`src/rtl/t05_sd_block_parser.sv`:
```
`default_nettype none
// ============================================================================
// t05_sd_block_parser : strips start tokens and CRC from an SD CMD18 read
// stream and forwards the data bytes over a valid/ready handshake.
// Revision 1.0
// ============================================================================
module t05_sd_block_parser #(
    parameter int         BLOCK_BYTES   = 512,
    parameter int         CRC_BYTES     = 2,
    parameter logic [7:0] START_TOKEN   = 8'hFE,
    parameter int         TOKEN_TIMEOUT = 1023
) (
    input  logic        clk,
    input  logic        rst,
    input  logic        start,
    input  logic [31:0] total_bytes,
    input  logic [7:0]  byte_in,
    input  logic        byte_valid,
    output logic        byte_req,
    output logic [7:0]  char_out,
    output logic        char_valid,
    input  logic        char_ready,
    output logic        read_stop,
    output logic        busy,
    output logic        done,
    output logic        error,
    output logic [7:0]  err_code,
    output logic [15:0] blocks_done
);

    localparam int c_bcnt_w = $clog2(BLOCK_BYTES) + 1;
    localparam int c_ccnt_w = $clog2(CRC_BYTES) + 1;
    localparam int c_tcnt_w = $clog2(TOKEN_TIMEOUT + 1);

    localparam logic [c_bcnt_w-1:0] c_blk_last = c_bcnt_w'(BLOCK_BYTES - 1);
    localparam logic [c_ccnt_w-1:0] c_crc_last = c_ccnt_w'(CRC_BYTES - 1);
    localparam logic [c_tcnt_w-1:0] c_tmo_last = c_tcnt_w'(TOKEN_TIMEOUT - 1);

    typedef enum logic [2:0] {
        S_IDLE = 3'd0,
        S_WAIT = 3'd1,
        S_DATA = 3'd2,
        S_HOLD = 3'd3,
        S_CRC  = 3'd4,
        S_STOP = 3'd5,
        S_DONE = 3'd6,
        S_ERR  = 3'd7
    } state_t;

    state_t                r_state;
    state_t                w_next;
    logic [31:0]           r_rem;
    logic [c_bcnt_w-1:0]   r_bcnt;
    logic [c_ccnt_w-1:0]   r_ccnt;
    logic [c_tcnt_w-1:0]   r_tcnt;
    logic [7:0]            r_char;
    logic [7:0]            r_err_code;
    logic [15:0]           r_blocks;

    logic w_accept;
    logic w_is_token;
    logic w_is_errtok;
    logic w_tmo;
    logic w_last;
    logic w_blk_end;
    logic w_crc_end;
    logic w_zero_len;

    assign byte_req    = (r_state == S_WAIT) || (r_state == S_DATA) || (r_state == S_CRC);
    assign w_accept    = byte_valid && byte_req;
    assign w_is_token  = (byte_in == START_TOKEN);
    assign w_is_errtok = (byte_in[7:4] == 4'b0000);
    assign w_tmo       = (r_tcnt == c_tmo_last);
    assign w_last      = (r_rem == 32'd1);
    assign w_blk_end   = (r_bcnt == c_blk_last);
    assign w_crc_end   = (r_ccnt == c_crc_last);
    assign w_zero_len  = (total_bytes == 32'd0);

    assign char_out    = r_char;
    assign err_code    = r_err_code;
    assign blocks_done = r_blocks;

    always_ff @(posedge clk or posedge rst) begin
        if (rst) begin
            r_state <= S_IDLE;
        end else begin
            r_state <= w_next;
        end
    end

    always_comb begin
        w_next     = r_state;
        char_valid = 1'b0;
        read_stop  = 1'b0;
        busy       = 1'b1;
        done       = 1'b0;
        error      = 1'b0;
        case (r_state)
            S_IDLE: begin
                busy = 1'b0;
                if (start) w_next = w_zero_len ? S_STOP : S_WAIT;
            end
            S_WAIT: begin
                // Any non-token, non-error byte is filler and feeds the timeout.
                if (byte_valid) begin
                    if (w_is_token)       w_next = S_DATA;
                    else if (w_is_errtok) w_next = S_ERR;
                    else if (w_tmo)       w_next = S_ERR;
                end
            end
            S_DATA: begin
                if (byte_valid) w_next = S_HOLD;
            end
            S_HOLD: begin
                char_valid = 1'b1;
                if (char_ready) begin
                    if (w_last)         w_next = S_STOP;
                    else if (w_blk_end) w_next = S_CRC;
                    else                w_next = S_DATA;
                end
            end
            S_CRC: begin
                if (byte_valid && w_crc_end) w_next = S_WAIT;
            end
            S_STOP: begin
                read_stop = 1'b1;
                w_next    = S_DONE;
            end
            S_DONE: begin
                busy      = 1'b0;
                done      = 1'b1;
                read_stop = 1'b1;
                if (start) w_next = w_zero_len ? S_STOP : S_WAIT;
            end
            S_ERR: begin
                busy      = 1'b0;
                error     = 1'b1;
                read_stop = 1'b1;
                if (start) w_next = w_zero_len ? S_STOP : S_WAIT;
            end
            default: w_next = S_IDLE;
        endcase
    end

    always_ff @(posedge clk or posedge rst) begin
        if (rst) begin
            r_rem      <= '0;
            r_bcnt     <= '0;
            r_ccnt     <= '0;
            r_tcnt     <= '0;
            r_char     <= '0;
            r_err_code <= '0;
            r_blocks   <= '0;
        end else begin
            case (r_state)
                S_IDLE, S_DONE, S_ERR: begin
                    if (start) begin
                        r_rem      <= total_bytes;
                        r_err_code <= '0;
                        r_blocks   <= '0;
                        r_tcnt     <= '0;
                    end
                end
                S_WAIT: begin
                    if (w_accept) begin
                        if (w_is_token) begin
                            r_bcnt <= '0;
                        end else if (w_is_errtok) begin
                            r_err_code <= byte_in;
                        end else begin
                            r_tcnt <= r_tcnt + 1'b1;
                            if (w_tmo) r_err_code <= 8'hFF;
                        end
                    end
                end
                S_DATA: begin
                    if (w_accept) r_char <= byte_in;
                end
                S_HOLD: begin
                    if (char_ready) begin
                        if (r_rem != 32'd0) r_rem <= r_rem - 32'd1;
                        r_bcnt <= r_bcnt + 1'b1;
                        if (!w_last && w_blk_end) r_ccnt <= '0;
                    end
                end
                S_CRC: begin
                    if (w_accept) begin
                        r_ccnt <= r_ccnt + 1'b1;
                        if (w_crc_end) begin
                            if (r_blocks != 16'hFFFF) r_blocks <= r_blocks + 16'd1;
                            r_tcnt <= '0;
                        end
                    end
                end
                default: ;
            endcase
        end
    end

endmodule
`default_nettype wire

```
`config.mk`:
```
export PLATFORM = sky130hd
export DESIGN_NAME = t05_sd_block_parser
export DESIGN_NICKNAME = d
export VERILOG_FILES = /design/src/rtl/t05_sd_block_parser.sv
export SDC_FILE = /design/constraint.sdc
export NUM_CORES = 1
export LEC_CHECK = 0
export BUFFER_PORTS_ARGS = -buffer_cell sky130_fd_sc_hd__clkbuf_2
export CAP_MARGIN = 20
export CORE_MARGIN = 5
export CORE_UTILIZATION = 62
export DETAILED_ROUTE_END_ITERATION = 10
export PLACE_DENSITY = 0.86
export SLEW_MARGIN = 20
export SYNTH_ARGS = -nofsm -noshare
export SYNTH_HDL_FRONTEND = slang
export SYNTH_SLANG_ARGS = --single-unit
```
`constraint.sdc`:
```
create_clock -name clk -period 9 [get_ports clk]
set_input_delay 1.8 -clock clk [delete_from_list [all_inputs] [get_ports clk]]
set_output_delay 1.8 -clock clk [all_outputs]
set_load 0.05 [all_outputs]
```
==> results of run 1 <==
-- cell usage in the layout (no fill, tap or decap), types with 8 or more instances in the layout --
cell type / Yosys / layout
a21oi_1: 31 / 31
a22oi_1: 11 / 11
a2bb2oi_1: 9 / 9
a31oi_1: 20 / 20
a41oi_1: 9 / 9
and2_1: 8 / 8
and3_1: 11 / 11
clkbuf_2: 1 / 82
clkbuf_8: 0 / 10
dfrtp_1: 89 / 89
inv_1: 10 / 9
mux2_2: 13 / 13
nand2_1: 30 / 30
nand3_1: 18 / 18
nand4_1: 11 / 11
nor2_1: 69 / 69
nor3_1: 15 / 14
nor4_1: 22 / 22
o21ai_0: 32 / 32
o22a_1: 15 / 15
o31ai_1: 28 / 28
or4_1: 8 / 8
-- kinds of logic (layout without fill, tap and decap cells) --
family,count (synthesis),after routing,synth area share
and+or+nand+nor,232,232,0.226
adders and majority gates,7,7,0.0162
AOI/OAI and AO/OA,205,205,0.267
xor gates and xnor gates,7,7,0.0113
buffers and inverters,48,114,0.0399
muxes,14,14,0.0288
DFF,89,89,0.411
-- registers in the layout (all words and copies together), names as in the netlist --
name,flops
r_rem,32
err_code,8
blocks_done,16
r_bcnt,10
r_tcnt,10
r_state,3
char_out,8
r_ccnt,2
-- worst register-to-register path, cell delays in order, from the launching register on --
cell and delay, ns:
dfrtp_1 0.65, nand3b_1 0.18, buf_4 0.40, inv_1 0.13, buf_4 0.29, and2_1 0.35, o31ai_4 0.09, and2_1 0.78
o21ai_0 0.28
-- how the worst min path moves through the flow --
stage | startpoint | endpoint | slack [ns] | cells after the start
after floorplan | r_tcnt[6] | r_tcnt[6] | 0.46 | 1
after global placement | r_tcnt[6] | r_tcnt[6] | 0.48 | 1
after detailed placement | char_out[2] | char_out[2] | 0.50 | 1
after CTS | r_tcnt[6] | r_tcnt[6] | 0.52 | 1
after global routing | char_out[7] | char_out[7] | 0.53 | 1
final | r_ccnt[0] | r_ccnt[0] | 0.52 | 1
-- layer usage --
metal	part of all wire	routed length, µm	GRT usage
met1	0.42	6060	0.365
met2	0.48	6950	0.418
met3	0.069	996	0.0417
met4	0.026	376	0.112
met5	0	0	0
-- cell type report --
| class | count | area share |
|---|---|---|
| multi-input cells | 465 | 0.490 |
| clock inverters | 5 | 0.0170 |
| inverters | 11 | 0.00698 |
| repair buffers | 88 | 0.0754 |
| flip-flops and latches | 89 | 0.366 |
| clock buffers | 10 | 0.0226 |
| well taps | 108 | 0.0222 |
-- stage by stage --
step | setup slack [ns] | instance area (µm²) | hold slack (ns) | instances
4_1_cts | 5.18 | 6080 | 0.516 | 776
6_report | 5.15 | 6090 | 0.518 | 776
3_5_place_dp | 4.91 | 5840 | 0.496 | 761
3_3_place_gp | 5.04 | 5840 | 0.483 | 761
2_1_floorplan | 4.89 | 5420 | 0.459 | 602
5_1_grt | 4.95 | 6090 | 0.530 | 776
-- where the power goes --
group / leakage, µW / internal (µW) / switching, µW
logic: 0.00129 / 270 / 518
registers: 0.00111 / 548 / 181
clock network: 0.000122 / 191 / 143
total: 0.00253 / 1010 / 843
==> summary.txt, run 1 <==
CTS
  • Worst-path clk slew: 0.09 ns
  • Num CTS Buffers: 9
  • Setup bufs post-CTS: 0
  • Cells resized by post-CTS repair: 0
  • Clock latency on the worst-skew pair: 0.36 ns
  • Root cell of the clock tree: clkbuf_8
  • Clock tree buffer depth: 2
  • H-tree levels: 3
  • CTS Hold Bufs: 0
  • CTS tree: built
  • Clock sinks: 89

Synthesis
  • Ys Warns: 0
  • Seq/Total Area, Yosys: 0.411
  • Cell variety after synth: 65
  • Syn Nets: 654
  • Synth area leader: dfrtp_1
  • Synth Register Bits: 89
  • Top cells by area, synth: dfrtp_1, nor2_1, o31ai_1
  • Gate Count Post-Synth: 602
  • Synthesized cell area: 5420 µm²
  • Most common cell in the netlist: dfrtp_1
  • Post-Syn Area per Cell: 9.01 µm²
  • Async set-reset flop share out of synthesis: 1.00
  • Synth cell count leaders: dfrtp_1, nor2_1, o21ai_0
  • Post-synth EDFFs: 0
  • Predominant post-synthesis flop cell: dfrtp_1
  • Post-synth top area share: 0.411

STA
  • Unrepaired setup endpoints after global routing: false
  • Worst Tran Pin Value: 0.945 ns
  • Final setup vio count: 0
  • Relative slew slack: 0.370
  • Slew Viols, Final: 0
  • Fmax: 260 MHz
  • Final period util: 0.428
  • Post-layout min period: 3.85 ns
  • Post-route setup TNS: 0 ns
  • Final Skew: 0.0110 ns
  • Final Hold Violating Endpoints: 0

Worst setup path
  • Stages on worst setup path: 5
  • Critical-path top delay cell: dfrtp_1
  • Critical Path End Type: primary output
  • Crit-path cells: clkinv_1 -> nor2_1 -> nor3_1 -> a21oi_1 -> clkbuf_2
  • CP bufs+invs: 2
  • Critical R2R Launch: r_state[2]
  • Worst endpoint data arrival time: 2.05 ns
  • CP startpoint: r_state[2]
  • Crit path capture: byte_req
  • R2r worst-path depth: 8
  • Req. time, crit path: 7.20 ns
  • Crit path max-delay family: buffers and inverters
  • Startpoint types: register
  • R2r setup slk: 5.68 ns
  • Max incr delay on CP: 0.65 ns
  • Worst Setup Path Type: register to primary output
  • Reg-to-reg endpoint: r_rem[6]
  • CP Max Fanout: 17

Place
  • Buffers on Ports: 82
  • GP Congestion: 0.878
  • DPL Wire Length: 9960 µm

Finish
  • Area growth syn-to-layout: 12.4%
  • # diodes: 0
  • Nets: 716
  • Seq. cell area: 2230 µm²
  • Fin util: 0.705
  • Multi-input gate area: 2990 µm²
  • Share of layout cells above drive strength 1: 0.193
  • Fillers: 686

Drt
  • Post-route DRC: 0
  • Initial DRC Count: 471
  • Post-route ant nets: 0
  • TritonRoute pass-1 iters: 5
  • Vias/cell: 6.84
  • Via Count: 5306
  • Routed WL: 14400 µm
  • Wire per inst: 18.5 µm

Hold path
  • Hold crit path type: register to register

Floorplan
  • Core ar.: 8640 µm²
  • IO Pins: 83
  • Chip height: 104 µm
  • Die footprint: 10700 µm²
  • Starting Density: 0.628
  • Core Rows: 34
  • Horiz. Die Dim: 104 µm

Power and ir drop
  • Leakage: 0.00253 µW
  • Pwr Total: 1850 µW
  • Worst VDD drop: 204 µV
  • Pwr Density: 304 nW/µm²

GRT
  • Initial antenna violation count: 0
  • Gr usage total: 0.266
  • First-pass GRT wire length: 24400 µm
  • Total gr overflow: 0
  • Number of global-route vias before repair: 5094
  • Largest net degree at the start of global routing: 90

Status
  • Status: complete, no violations

Job
  • Max-cap violation count: 0
Power figures use the tool's default switching activity.
==> run 2, diff against run 1 <==
--- a/config.mk
+++ b/config.mk
@@ -5,12 +5,13 @@
 export SDC_FILE = /design/constraint.sdc
 export NUM_CORES = 1
 export LEC_CHECK = 0
+export ABC_AREA = 1
 export BUFFER_PORTS_ARGS = -buffer_cell sky130_fd_sc_hd__clkbuf_2
 export CAP_MARGIN = 20
 export CORE_MARGIN = 5
-export CORE_UTILIZATION = 62
+export CORE_UTILIZATION = 53
 export DETAILED_ROUTE_END_ITERATION = 10
-export PLACE_DENSITY = 0.86
+export PLACE_DENSITY = 0.77
 export SLEW_MARGIN = 20
 export SYNTH_ARGS = -nofsm -noshare
 export SYNTH_HDL_FRONTEND = slang
==> constraint.sdc (replaced) <==
create_clock -name clk -period 3.3 [get_ports clk]
set_input_delay 0.66 -clock clk [delete_from_list [all_inputs] [get_ports clk]]
set_output_delay 0.66 -clock clk [all_outputs]
set_load 0.05 [all_outputs]
==> summary.txt, run 2 <==
Synthesis
  • Seq/Total Area, Yosys: 0.362
  • Post-synth top area share: 0.362
  • Synth cell count leaders: nand2_1, nor2_1, inv_1
  • Synth Register Bits: 89
  • Top cells by area, synth: dfrtp_1, nand2_1, nor2_1
  • Syn Nets: 999
  • Synthesized cell area: 6160 µm²
  • Ys Warns: 0
  • Gate Count Post-Synth: 947
  • Cell variety after synth: 35
  • Most common cell in the netlist: nand2_1
  • Predominant post-synthesis flop cell: dfrtp_1
  • Synth area leader: dfrtp_1
  • Post-Syn Area per Cell: 6.50 µm²
  • Post-synth EDFFs: 0
  • Async set-reset flop share out of synthesis: 1.00

Floorplan
  • IO Pins: 83
  • Horiz. Die Dim: 118 µm
  • Core Rows: 39
  • Starting Density: 0.539
  • Core ar.: 11400 µm²
  • Chip height: 118 µm
  • Die footprint: 13900 µm²

Power and ir drop
  • Pwr Density: 876 nW/µm²
  • Leakage: 0.00348 µW
  • Sw Ratio: 0.518
  • Reg power frac: 0.304
  • Gate power share: 0.524
  • Power Internal: 2930 µW
  • Sw Pwr: 3160 µW
  • Clock share of power: 0.172
  • Worst VDD drop: 527 µV

Place
  • GP Congestion: 0.876
  • Buffers on Ports: 82
  • DPL Wire Length: 11400 µm

STA
  • Unrepaired setup endpoints after global routing: false
  • Post-layout min period: 2.63 ns
  • WHS: 0.368 ns
  • Relative slew slack: 0.417
  • Final Skew: 0.00609 ns
  • Final setup vio count: 0
  • Fmax: 381 MHz
  • Post-route setup TNS: 0 ns
  • Worst Tran Pin Value: 0.871 ns
  • Final period util: 0.796
  • Slew Viols, Final: 0
  • Final Hold Violating Endpoints: 0

GRT
  • Total gr overflow: 0
  • Initial antenna violation count: 0
  • Number of global-route vias before repair: 5835
  • Largest net degree at the start of global routing: 56
  • First-pass GRT wire length: 26700 µm
  • Gr usage total: 0.226

Worst setup path
  • CP Max Fanout: 14
  • CP bufs+invs: 3
  • Crit-path cells: inv_2 -> nand2_2 -> nor2_4 -> inv_1 -> nand3_1 -> clkbuf_2
  • Crit path max-delay family: buffers and inverters
  • Stages on worst setup path: 6
  • Worst endpoint data arrival time: 1.97 ns
  • Critical Path End Type: primary output
  • Critical-path top delay cell: dfrtp_1
  • Startpoint types: register
  • Req. time, crit path: 2.64 ns
  • Worst Setup Path Type: register to primary output
  • Max incr delay on CP: 0.42 ns
  • R2r worst-path depth: 9

CTS
  • Clock latency on the worst-skew pair: 0.35 ns
  • Num CTS Buffers: 9
  • Clock sinks: 89
  • Worst-path clk slew: 0.06 ns
  • H-tree levels: 3
  • Clock tree buffer depth: 2
  • Setup bufs post-CTS: 0
  • CTS Hold Bufs: 0
  • Cells resized by post-CTS repair: 0
  • CTS tree: built
  • Root cell of the clock tree: clkbuf_16

Drt
  • Via Count: 6136
  • Post-route DRC: 0
  • Wire per inst: 13.1 µm
  • TritonRoute pass-1 iters: 5
  • Post-route ant nets: 0
  • Routed WL: 15300 µm
  • Initial DRC Count: 475
  • Vias/cell: 5.24

Finish
  • Max reg flops: 32
  • Largest Register: r_rem
  • Share of layout cells above drive strength 1: 0.143
  • Fillers: 1136
  • Commonest non-fill, non-tap cells in the layout: nand2_1, nor2_1, inv_1, dfrtp_1, clkbuf_2
  • Nets: 1075
  • Area growth syn-to-layout: 12.9%
  • Commonest non-fill, non-tap cell in the layout: nand2_1
  • # diodes: 0

Hold path
  • Hold crit path type: input port to async pin

Job
  • Max-cap violation count: 0

Status
  • Status: complete, no violations
[run 2: cell count changes after synthesis, moves of 15 or more]
cell	change
clkbuf_1	-20
nor2_1	+75
inv_1	+82
xor2_1	+15
a21oi_1	-25
o21ai_0	+31
nand3_1	+57
nand2_1	+307
o31ai_1	-27
nor4_1	-22
a31oi_1	-20
o22a_1	-15
[run 2: logic make-up (layout without fill, tap and decap cells)]
logic type | count (synthesis) | in the layout | synth area share
simple gates | 623 | 623 | 0.426
fa+ha+maj | 7 | 7 | 0.0142
xor+xnor | 22 | 22 | 0.0313
flops | 89 | 89 | 0.362
buf+inv | 118 | 198 | 0.0815
compound gates | 88 | 88 | 0.0853
[run 2: final timing paths]
path / from / to / slack (ns)
max in group asynchronous: rst / r_bcnt[3] / 2.23
min reg2reg: char_out[1] / char_out[1] / 0.49
max reg2reg: r_state[2] / r_rem[25] / 0.88
min: rst / r_rem[4] / 0.37
max: r_state[2] / byte_req / 0.67
min in group clk: char_out[1] / char_out[1] / 0.49
[run 2: worst reg2reg max path, stage by stage (launching register included)]
cell and delay (ns):
dfrtp_1 0.42, inv_2 0.14, nand2_2 0.12, nor2_4 0.14, buf_4 0.31, nand3_1 0.19, o21ai_4 0.73, nor2_1 0.12
nand2_1 0.09, nand2_1 0.05
[run 2: routing by layer]
layer  GRT usage  share of wire  vias up
li1            -              -     3148
met1       0.300           0.45     2784
met2       0.364           0.48      171
met3      0.0557          0.053       33
met4      0.0738          0.026        0
met5           0              0        -
[run 2: power by group through the flow]
stage | clock (µW) | combinational, µW | sequential (µW)
floorplan | 0 | 2400 | 2040
finish | 1050 | 3190 | 1850
detailed placement | 0 | 3200 | 1850
global route | 1120 | 3650 | 1900
CTS | 1060 | 3210 | 1840
global placement | 0 | 3130 | 1850
[run 2: layout make-up]
cell class	count	area (µm²)	area share
multi-input combinational	740	3440	0.494
sequential	89	2230	0.320
timing repair buffer	85	445	0.0641
inverter	98	372	0.0534
clock buffer	11	243	0.0349
tap	143	179	0.0257
clock inverter	4	52.6	0.00756
[run 2: stage by stage]
stage,setup slack [ns],cells,total power [µW],util,cell area (µm²)
global route,0.533,1170,6670,0.609,6950
CTS,0.661,1170,6120,0.609,6950
detailed placement,0.870,1155,5060,0.583,6660
floorplan,0.333,947,4440,-,6160
finish,0.674,1170,6090,0.609,6950
global placement,0.912,1155,4980,0.583,6650
==> run 3, diff against run 2 <==
--- a/config.mk
+++ b/config.mk
@@ -9,9 +9,9 @@
 export BUFFER_PORTS_ARGS = -buffer_cell sky130_fd_sc_hd__clkbuf_2
 export CAP_MARGIN = 20
 export CORE_MARGIN = 5
-export CORE_UTILIZATION = 53
+export CORE_UTILIZATION = 59
 export DETAILED_ROUTE_END_ITERATION = 10
-export PLACE_DENSITY = 0.77
+export PLACE_DENSITY = 0.81
 export SLEW_MARGIN = 20
 export SYNTH_ARGS = -nofsm -noshare
 export SYNTH_HDL_FRONTEND = slang
==> constraint.sdc (replaced) <==
create_clock -name clk -period 2.59 [get_ports clk]
set_input_delay 0.518 -clock clk [delete_from_list [all_inputs] [get_ports clk]]
set_output_delay 0.518 -clock clk [all_outputs]
set_load 0.05 [all_outputs]
==> summary.txt, run 3 (same netlist as run 2, synthesis figures left out) <==
STA
  • Final Hold Violating Endpoints: 0
  • Fmax: 415 MHz
  • Worst Tran Pin Value: 0.659 ns
  • Slew Viols, Final: 0
  • Post-route setup TNS: 0 ns
  • Final period util: 0.931
  • Post-layout min period: 2.41 ns
  • Final worst slack: 0.178 ns
  • Final setup vio count: 0
  • Relative slew slack: 0.558
  • Final Skew: 0.00767 ns
  • Unrepaired setup endpoints after global routing: false

Worst setup path
  • CP bufs+invs: 3
  • Critical Path End Type: primary output
  • CP Max Fanout: 14
  • Crit-path cells: inv_2 -> nand2_2 -> nor2_4 -> inv_1 -> nand3_1 -> clkbuf_2
  • Startpoint types: register
  • Crit path max-delay family: buffers and inverters
  • Worst endpoint data arrival time: 1.89 ns
  • Worst Setup Path Type: register to primary output
  • Critical-path top delay cell: dfrtp_1
  • Req. time, crit path: 2.07 ns
  • Max incr delay on CP: 0.42 ns

Status
  • Status: complete, no violations

Place
  • Dpl ws: 0.474 ns
  • GP Congestion: 0.967
  • DP Area: 6740 µm²
  • Buffers on Ports: 82
  • DPL Wire Length: 11800 µm

Power and ir drop
  • Leakage: 0.00348 µW
  • Clock share of power: 0.139
  • Pwr Density: 1100 nW/µm²
  • Reg power frac: 0.306
  • Sw Ratio: 0.523
  • Power Internal: 3660 µW
  • Worst VDD drop: 632 µV
  • Gate power share: 0.555
  • Sw Pwr: 4010 µW

Floorplan
  • Core ar.: 10200 µm²
  • Starting Density: 0.602
  • Die footprint: 12600 µm²
  • IO Pins: 83
  • Core Rows: 37
  • Chip height: 112 µm
  • Horiz. Die Dim: 112 µm

Finish
  • # diodes: 0
  • Fillers: 962
  • Largest Register: r_rem
  • Area growth syn-to-layout: 12.8%
  • Final instance area: 6950 µm²
  • Share of layout cells above drive strength 1: 0.148
  • Nets: 1082
  • Commonest non-fill, non-tap cells in the layout: nand2_1, nor2_1, inv_1, dfrtp_1, clkbuf_2
  • Commonest non-fill, non-tap cell in the layout: nand2_1
  • Max reg flops: 32
  • Seq. cell area: 2230 µm²
  • Multi-input gate area: 3430 µm²

GRT
  • Initial antenna violation count: 0
  • First-pass GRT wire length: 26700 µm
  • Largest net degree at the start of global routing: 43
  • Number of global-route vias before repair: 5882
  • Gr usage total: 0.255
  • Total gr overflow: 0

CTS
  • Root cell of the clock tree: clkbuf_8
  • Clock sinks: 89
  • H-tree levels: 3
  • Clock latency on the worst-skew pair: 0.38 ns
  • Clock tree buffer depth: 2
  • Worst-path clk slew: 0.09 ns
  • CTS Hold Bufs: 0
  • Setup bufs post-CTS: 0
  • Cells resized by post-CTS repair: 0
  • CTS tree: built
  • Num CTS Buffers: 9

Drt
  • TritonRoute pass-1 iters: 5
  • Via Count: 6126
  • Vias/cell: 5.23
  • Post-route ant nets: 0
  • Initial DRC Count: 339
  • Wire per inst: 13.2 µm
  • Post-route DRC: 0
  • Routed WL: 15400 µm

Hold path
  • Hold crit path type: input port to async pin

Job
  • Max-cap violation count: 0
[run 3: layout make-up]
type / instances / share of cell area
multi-input cells: 740 / 0.494
clock inverters: 4 / 0.0110
flip-flops and latches: 89 / 0.320
well taps: 136 / 0.0245
clock buffers: 12 / 0.0194
repair buffers: 92 / 0.0771
inverters: 98 / 0.0538
[run 3: through the flow]
stage / util / total power, µW / hold slack [ns] / cells
after floorplan: - / 5650 / 0.466 / 947
after global placement: 0.659 / 6530 / 0.469 / 1155
after detailed placement: 0.659 / 6600 / 0.474 / 1155
after CTS: 0.679 / 7670 / 0.149 / 1171
after global routing: 0.679 / 8370 / 0.172 / 1171
final: 0.679 / 7660 / 0.141 / 1171
[run 3: worst paths after layout]
path,from,end,slack (ns),depth (start not counted)
worst max-delay path,r_state[2],byte_req,0.18,6
worst min-delay path,rst,blocks_done[0],0.14,2
worst max register to register,r_rem[0],r_rem[28],0.43,10
worst min register to register,char_out[2],char_out[2],0.49,2
max in group asynchronous,rst,blocks_done[14],1.74,4
min in group clk,byte_in[5],char_out[5],0.40,3
[run 3: metal layers]
metal | GRT usage | wire length [µm] | up-vias
li1 | - | - | 3162
met1 | 0.330 | 6800 | 2777
met2 | 0.429 | 7420 | 147
met3 | 0.0350 | 663 | 40
met4 | 0.112 | 516 | 0
met5 | 0 | 0 | -
[run 3: power groups by stage]
stage | clock network [µW] | logic (µW) | registers, µW
after floorplan | 0 | 3060 | 2590
after global placement | 0 | 4180 | 2350
after detailed placement | 0 | 4250 | 2350
after CTS | 1080 | 4260 | 2330
after global routing | 1140 | 4820 | 2410
final | 1070 | 4250 | 2340
